--- src/rtl/multi_sample_en_if.sv ---
// Configuration and strobe bundle of multi_sample_en. The slave side is the generator;
// the master side is whoever programs it and consumes the strobes.
interface multi_sample_en_if #(
    parameter int N_CH  = 4,
    parameter int CNT_W = 16
);
    // No valid/ready pair here: RUN is a level, CFG_LOAD is a single-cycle pulse
    // that is always accepted, and the strobes cannot be back-pressured.
    logic                    RUN;
    logic                    CFG_LOAD;
    logic [N_CH*CNT_W-1:0]   PERIOD;
    logic [N_CH*CNT_W-1:0]   PHASE;
    logic [N_CH-1:0]         SAMPLE_EN;
    logic                    SYNC_OUT;
    logic                    READY;
    logic [2:0]              dbg_state;

    modport slave (
        input  RUN, CFG_LOAD, PERIOD, PHASE,
        output SAMPLE_EN, SYNC_OUT, READY, dbg_state
    );

    modport master (
        output RUN, CFG_LOAD, PERIOD, PHASE,
        input  SAMPLE_EN, SYNC_OUT, READY, dbg_state
    );
endinterface

--- src/rtl/multi_sample_en.sv ---
// Multi-channel sample-strobe generator: qualifies PLL lock, then emits per-channel
// periodic one-cycle strobes with programmable phase and double-buffered period.
module multi_sample_en #(
    parameter int N_CH   = 4,
    parameter int CNT_W  = 16,
    parameter int SETTLE = 1024
) (
    input  logic              CLK_100M,
    input  logic              CLK_RST,
    input  logic              LOCKED,
    multi_sample_en_if.slave  bus
);

    localparam int SET_W = (SETTLE > 2) ? $clog2(SETTLE) : 1;
    localparam logic [SET_W-1:0] SETTLE_LAST = SET_W'(SETTLE - 1);
    localparam logic [SET_W-1:0] SETTLE_ONE  = SET_W'(1);

    localparam logic [2:0] ST_WAIT_LOCK = 3'd0;
    localparam logic [2:0] ST_SETTLE    = 3'd1;
    localparam logic [2:0] ST_IDLE      = 3'd2;
    localparam logic [2:0] ST_ARM       = 3'd3;
    localparam logic [2:0] ST_RUN       = 3'd4;

    logic [1:0]       lock_sync_q;
    logic             lock_s;
    logic [2:0]       state_q, state_d;
    logic [SET_W-1:0] settle_q, settle_d;
    logic             ready_q, ready_d;
    logic             sync_q, sync_d;
    logic [N_CH-1:0]  strobe_q, strobe_d;
    logic [CNT_W-1:0] cnt_q [N_CH];
    logic [CNT_W-1:0] cnt_d [N_CH];
    logic [CNT_W-1:0] sh_per_q [N_CH];
    logic [CNT_W-1:0] sh_per_d [N_CH];
    logic [CNT_W-1:0] sh_ph_q [N_CH];
    logic [CNT_W-1:0] sh_ph_d [N_CH];
    logic             arm_load;
    logic             run_stay;

    always_ff @(posedge CLK_100M or posedge CLK_RST) begin
        if (CLK_RST) begin
            lock_sync_q <= 2'b00;
        end else begin
            lock_sync_q <= {lock_sync_q[0], LOCKED};
        end
    end

    assign lock_s = lock_sync_q[1];

    // The WAIT_LOCK cycle that sees lock_s already counts toward the settle time.
    always_comb begin
        state_d  = state_q;
        settle_d = settle_q;
        if (!lock_s) begin
            state_d  = ST_WAIT_LOCK;
            settle_d = '0;
        end else begin
            case (state_q)
                ST_WAIT_LOCK: begin
                    state_d  = ST_SETTLE;
                    settle_d = SETTLE_ONE;
                end
                ST_SETTLE: begin
                    if (settle_q == SETTLE_LAST) begin
                        state_d = ST_IDLE;
                    end else begin
                        settle_d = settle_q + 1'b1;
                    end
                end
                ST_IDLE: begin
                    if (bus.RUN) begin
                        state_d = ST_ARM;
                    end
                end
                ST_ARM: begin
                    state_d = ST_RUN;
                end
                ST_RUN: begin
                    if (!bus.RUN) begin
                        state_d = ST_IDLE;
                    end
                end
                default: begin
                    state_d = ST_WAIT_LOCK;
                end
            endcase
        end
    end

    assign arm_load = (state_q == ST_ARM);
    assign run_stay = (state_q == ST_RUN) && (state_d == ST_RUN);

    always_comb begin
        ready_d = (state_d == ST_IDLE) || (state_d == ST_ARM) || (state_d == ST_RUN);
        sync_d  = arm_load && (state_d == ST_RUN);
    end

    always_comb begin
        for (int i = 0; i < N_CH; i++) begin
            if (bus.CFG_LOAD) begin
                sh_per_d[i] = bus.PERIOD[i*CNT_W +: CNT_W];
                sh_ph_d[i]  = bus.PHASE[i*CNT_W +: CNT_W];
            end else begin
                sh_per_d[i] = sh_per_q[i];
                sh_ph_d[i]  = sh_ph_q[i];
            end
        end
    end

    // A CFG_LOAD coinciding with ARM must seed the counters with the incoming phase.
    always_comb begin
        strobe_d = '0;
        for (int i = 0; i < N_CH; i++) begin
            cnt_d[i] = cnt_q[i];
            if (arm_load) begin
                cnt_d[i] = bus.CFG_LOAD ? bus.PHASE[i*CNT_W +: CNT_W] : sh_ph_q[i];
            end else if (run_stay) begin
                if (cnt_q[i] == '0) begin
                    strobe_d[i] = 1'b1;
                    cnt_d[i]    = sh_per_q[i];
                end else begin
                    cnt_d[i] = cnt_q[i] - 1'b1;
                end
            end
        end
    end

    always_ff @(posedge CLK_100M or posedge CLK_RST) begin
        if (CLK_RST) begin
            state_q  <= ST_WAIT_LOCK;
            settle_q <= '0;
            ready_q  <= 1'b0;
            sync_q   <= 1'b0;
            strobe_q <= '0;
        end else begin
            state_q  <= state_d;
            settle_q <= settle_d;
            ready_q  <= ready_d;
            sync_q   <= sync_d;
            strobe_q <= strobe_d;
        end
    end

    always_ff @(posedge CLK_100M or posedge CLK_RST) begin
        if (CLK_RST) begin
            for (int i = 0; i < N_CH; i++) begin
                cnt_q[i]    <= '0;
                sh_per_q[i] <= '1;
                sh_ph_q[i]  <= '0;
            end
        end else begin
            for (int i = 0; i < N_CH; i++) begin
                cnt_q[i]    <= cnt_d[i];
                sh_per_q[i] <= sh_per_d[i];
                sh_ph_q[i]  <= sh_ph_d[i];
            end
        end
    end

    assign bus.SAMPLE_EN = strobe_q;
    assign bus.SYNC_OUT  = sync_q;
    assign bus.READY     = ready_q;
    assign bus.dbg_state = state_q;

endmodule
--- src/flat_wrapper.sv ---
// flat-port wrapper written by rule: the top's interface ports become plain ports
module multi_sample_en_flat 
#(
    parameter int N_CH   = 4,
    parameter int CNT_W  = 16,
    parameter int SETTLE = 1024
)
  (CLK_100M, CLK_RST, LOCKED, bus_RUN, bus_CFG_LOAD, bus_PERIOD, bus_PHASE, bus_SAMPLE_EN, bus_SYNC_OUT, bus_READY, bus_dbg_state);
  multi_sample_en_if #(.N_CH(N_CH), .CNT_W(CNT_W)) bus_i ();
  input  logic CLK_100M;
  input  logic CLK_RST;
  input  logic LOCKED;
  input wire logic [$bits(bus_i.RUN)-1:0] bus_RUN;
  input wire logic [$bits(bus_i.CFG_LOAD)-1:0] bus_CFG_LOAD;
  input wire logic [$bits(bus_i.PERIOD)-1:0] bus_PERIOD;
  input wire logic [$bits(bus_i.PHASE)-1:0] bus_PHASE;
  output wire logic [$bits(bus_i.SAMPLE_EN)-1:0] bus_SAMPLE_EN;
  output wire logic [$bits(bus_i.SYNC_OUT)-1:0] bus_SYNC_OUT;
  output wire logic [$bits(bus_i.READY)-1:0] bus_READY;
  output wire logic [$bits(bus_i.dbg_state)-1:0] bus_dbg_state;
  assign bus_i.RUN = bus_RUN;
  assign bus_i.CFG_LOAD = bus_CFG_LOAD;
  assign bus_i.PERIOD = bus_PERIOD;
  assign bus_i.PHASE = bus_PHASE;
  assign bus_SAMPLE_EN = bus_i.SAMPLE_EN;
  assign bus_SYNC_OUT = bus_i.SYNC_OUT;
  assign bus_READY = bus_i.READY;
  assign bus_dbg_state = bus_i.dbg_state;
  multi_sample_en #(.N_CH(N_CH), .CNT_W(CNT_W), .SETTLE(SETTLE)) u_core (.CLK_100M(CLK_100M), .CLK_RST(CLK_RST), .LOCKED(LOCKED), .bus(bus_i));
endmodule
--- config.mk ---
export PLATFORM = sky130hd
export DESIGN_NAME = multi_sample_en_flat
export DESIGN_NICKNAME = d
export VERILOG_FILES = /design/src/rtl/multi_sample_en_if.sv /design/src/rtl/multi_sample_en.sv /design/src/flat_wrapper.sv
export SDC_FILE = /design/constraint.sdc
export NUM_CORES = 1
export LEC_CHECK = 0
export BUFFER_PORTS_ARGS = -buffer_cell sky130_fd_sc_hd__buf_4
export CELL_PAD_IN_SITES_DETAIL_PLACEMENT = 1
export CELL_PAD_IN_SITES_GLOBAL_PLACEMENT = 2
export CORE_MARGIN = 5
export CORE_UTILIZATION = 41
export DETAILED_ROUTE_END_ITERATION = 10
export PLACE_DENSITY = 0.85
export RECOVER_POWER = 25
export SLEW_MARGIN = 25
export SYNTH_ARGS = -nofsm -noshare
export SYNTH_HDL_FRONTEND = slang
export SYNTH_SLANG_ARGS = --single-unit
--- constraint.sdc ---
create_clock -name CLK_100M -period 13 [get_ports CLK_100M]
set_input_delay 0.65 -clock CLK_100M [delete_from_list [all_inputs] [get_ports CLK_100M]]
set_output_delay 0.65 -clock CLK_100M [all_outputs]
set_load 0.005 [all_outputs]
==> impl_metrics.csv <==
group,metric,value,unit
clock_tree,cts_tree,"done",
timing,fin_crit_sh,0.3642,
worst_hold_path,whs_path_depth,1,
detailed_routing,via_per_inst,5.605,
timing,finalHoldViolations,0,
layout,multi_input_area,0.004583,mm^2
logic_synthesis,synth_compound_area_frac,0.1296,
place,post-place-ws,9.831,ns
timing,period_minus_slack,4.735,ns
floorplanning,die-width,168.4,um
timing,finClkSkew,0.006203,ns
floorplanning,fp.dieH,168.4,um
pwr,vdd_drop_max,0.0001022,V
detailed_routing,drtPass1Iterations,4,
worst_setup_path,critPathMaxFanout,71,
timing,rsz0062_at_grt,"false",
timing,slew_headroom,-1.731,
logic_synthesis,synth_enable_flop_cells,0,
floorplanning,start_util,0.4121,
grt,grt_pass1_vias,8473,
logic_synthesis,synthAdderAreaFrac,0.01094,
timing,setup_ws,8.265,ns
logic_synthesis,synth_warnings,0,
logic_synthesis,synth_xor_area_frac,0.02469,
pwr,power.total,0.001623,W
logic_synthesis,synth-seq-cells,213,
outcome,failed_checks,"max-capacitance violations, max-slew violations",
clock_tree,cts-root-buf,"clkbuf_16",
detailed_routing,antenna_left,0,
logic_synthesis,muxShareOfSynthArea,0.1409,
logic_synthesis,async_flop_share,1.000,
worst_setup_path,arrival,5.11,ns
floorplanning,die_area,0.02836,mm^2
logic_synthesis,synth_most_common_cell,"dfrtp_1",
clock_tree,clk_pin_slew,0.06,ns
layout,antenna_cells,0,
logic_synthesis,syn_area,0.01029,mm^2
grt,grt_use_total,0.1910,
clock_tree,cts_resized,0,
timing,fmax,211.2,MHz
detailed_routing,wirelength,27410,um
worst_setup_path,critPathRequiredTime,13.37,ns
layout,fillCellCount,2726,
logic_synthesis,synth_top_family_by_area,"multiplexers",
logic_synthesis,yosysTopAreaCellShare,0.3624,
detailed_routing,routed-via-count,7802,
floorplanning,pin_count,142,
detailed_routing,wire_per_inst,19.69,um
clock_tree,insertion_delay,0.52,ns
floorplanning,num_rows,58,
timing,setup_viol,0,
layout,drive_above_1_share,0.3776,
clock_tree,ctsHoldBuffers,0,
logic_synthesis,synth_nets,1066,
clock_tree,post_cts_buffers,0,
clock_tree,clockBufferDepth,3,
worst_setup_path,critPathCaptureType,"flop",
place,io_buffers,141,
layout,area_growth,20.73,%
logic_synthesis,yosys.cell_types.count,65,
detailed_routing,drt_iter0_drc,385,
grt,antenna_found_initial,1,
worst_setup_path,critPathKind,"in -> reg",
timing,tightest_slew,4.074,ns
worst_hold_path,min_path_type,"in -> reg",
worst_setup_path,startpoint_type,"input pin",
place,placed_cell_area,0.01161,mm^2
logic_synthesis,synthSimpleGateAreaFrac,0.1381,
logic_synthesis,synth_top_flop_cell,"dfrtp_1",
clock_tree,clkSinkCount,213,
grt,grt_pass1_wl,44870,um
grt,grt_max_degree,93,
place,post-dp-hpwl,17820,um
pwr,cellPowerDensity,130.7,mW/mm^2
layout,final_cell_area,0.01242,mm^2
outcome,run_status,"finished with violations",
logic_synthesis,synth_top_cells_by_count,"dfrtp_1 (149), mux2_2 (127), dfstp_2 (64), nand2_1 (54), clkbuf_1 (50)",
logic_synthesis,synthTopCellsByArea,"dfrtp_1 (36%), dfstp_2 (16%), mux2_2 (14%), a21oi_1 (2.4%), nand3_1 (2.0%)",
layout,final_util,0.4976,
place,place_congestion,0.7623,
clock_tree,cts_buffers,25,
job,cap_viol_max_count,2,
logic_synthesis,postSynthCellCount,924,
grt,grt_overflow,0,
logic_synthesis,yosysTopAreaCell,"dfrtp_1",
logic_synthesis,syn_avg_cell_area,11.13,um^2
worst_setup_path,rr_worst_depth,5,
detailed_routing,drcViolationCount,0,
layout,seq_area,0.005410,mm^2
timing,drv_slew,165,
clock_tree,cts_htree_levels,1,
logic_synthesis,ys_seq_area_frac,0.5258,
timing,fin_tns_setup,0,ns
layout,fin_nets,1185,
floorplanning,core_area,0.02496,mm^2
pwr,leakage,5.258,nW
==> cell families (layout without fill, tap and decap cells) <==
group	Yosys count	count (layout)
AO/OA/AOI/OAI	204	204
XOR/XNOR	29	29
adder cells (fa/ha/maj)	9	9
buffers and inverters	76	214
flip-flops	213	213
multiplexers	129	129
AND/OR/NAND/NOR	264	264
==> metrics by stage <==
step | std cells | hold WS, ns
after floorplan | 924 | 0.3312
after global placement | 1346 | 0.3350
after detailed placement | 1346 | 0.3410
after CTS | 1392 | 0.2120
after global routing | 1392 | 0.2352
final | 1392 | 0.2590
==> layout by cell type (no fill, tap or decap), types with 4 or more instances in the layout <==
master | netlist | layout
dfrtp_1 | 149 | 149
buf_4 | 0 | 148
mux2_2 | 127 | 127
dfstp_2 | 64 | 64
nand2_1 | 54 | 53
a21oi_1 | 49 | 49
nor2_1 | 46 | 46
o21ai_0 | 42 | 42
nand3_1 | 42 | 42
nor3_1 | 27 | 27
clkbuf_16 | 0 | 25
nor4_1 | 22 | 22
inv_1 | 17 | 16
o22ai_1 | 16 | 16
xnor2_1 | 15 | 15
a211oi_1 | 14 | 14
o211ai_1 | 14 | 14
xor2_1 | 14 | 14
nand4_1 | 11 | 11
a31oi_1 | 11 | 11
a221o_1 | 10 | 10
ha_1 | 9 | 9
and3_1 | 7 | 7
nor3b_1 | 7 | 7
o31ai_1 | 7 | 7
clkbuf_8 | 0 | 7
or4_1 | 6 | 6
nand2b_1 | 6 | 6
clkbuf_1 | 50 | 6
a2bb2oi_1 | 5 | 5
and2_1 | 6 | 5
a22oi_1 | 5 | 5
clkinv_2 | 0 | 5
nor4b_1 | 4 | 4
and4_1 | 4 | 4
a21o_1 | 4 | 4
==> worst max-delay path: stages <==
cell,delay (ns)
clkbuf_1,2.61
buf_4,0.98
mux2_2,0.42
a222oi_1,0.27
o31ai_1,0.12
==> final cells by class <==
cell class,count,area share
repair buffers,151,0.09095
multi-input cells,635,0.3690
inverters,17,0.005238
flip-flops and latches,213,0.4355
clock inverters,9,0.006446
well taps,330,0.03324
clock buffers,37,0.05963
==> report_power, final <==
| group | switching [W] | internal [W] |
|---|---|---|
| combinational | 0.0000856 | 0.0000930 |
| sequential | 0.0000271 | 0.000725 |
| clock | 0.000278 | 0.000414 |
| total | 0.000391 | 0.00123 |
==> registers in the layout, indices dropped and copies added, names as in the netlist <==
signal and flops:
u_core.bus.SAMPLE_EN 4, u_core.settle_q 10, u_core.bus.SYNC_OUT 1, u_core.sh_ph_q 64, u_core.bus.dbg_state 3, u_core.lock_sync_q 2, u_core.bus.READY 1, u_core.cnt_q 64
u_core.sh_per_q 64
==> worst paths after layout <==
kind / startpoint / endpoint / slack [ns]
hold reg to reg: u_core.lock_sync_q[0]$_DFF_PP0_ / u_core.lock_sync_q[1]$_DFF_PP0_ / 0.35
setup / recovery: bus_CFG_LOAD / u_core.cnt_q[63]$_DFFE_PP0P_ / 8.27
hold / removal: LOCKED / u_core.lock_sync_q[0]$_DFF_PP0_ / 0.26
setup reg to reg: u_core.cnt_q[24]$_DFFE_PP0P_ / u_core.cnt_q[29]$_DFFE_PP0P_ / 9.92
max in group asynchronous: CLK_RST / u_core.cnt_q[30]$_DFFE_PP0P_ / 8.77
min in group asynchronous: CLK_RST / u_core.sh_ph_q[54]$_DFF_PP0_ / 1.36
==> metal layers <==
metal	global-route usage	routed length [um]	up-vias
met4	0.04552	583	2
met5	0	7	-
li1	-	-	3662
met3	0.03428	1143	37
met2	0.3222	13250	135
met1	0.2572	12430	3966
Note: power is estimated with default switching activity, not from simulation.
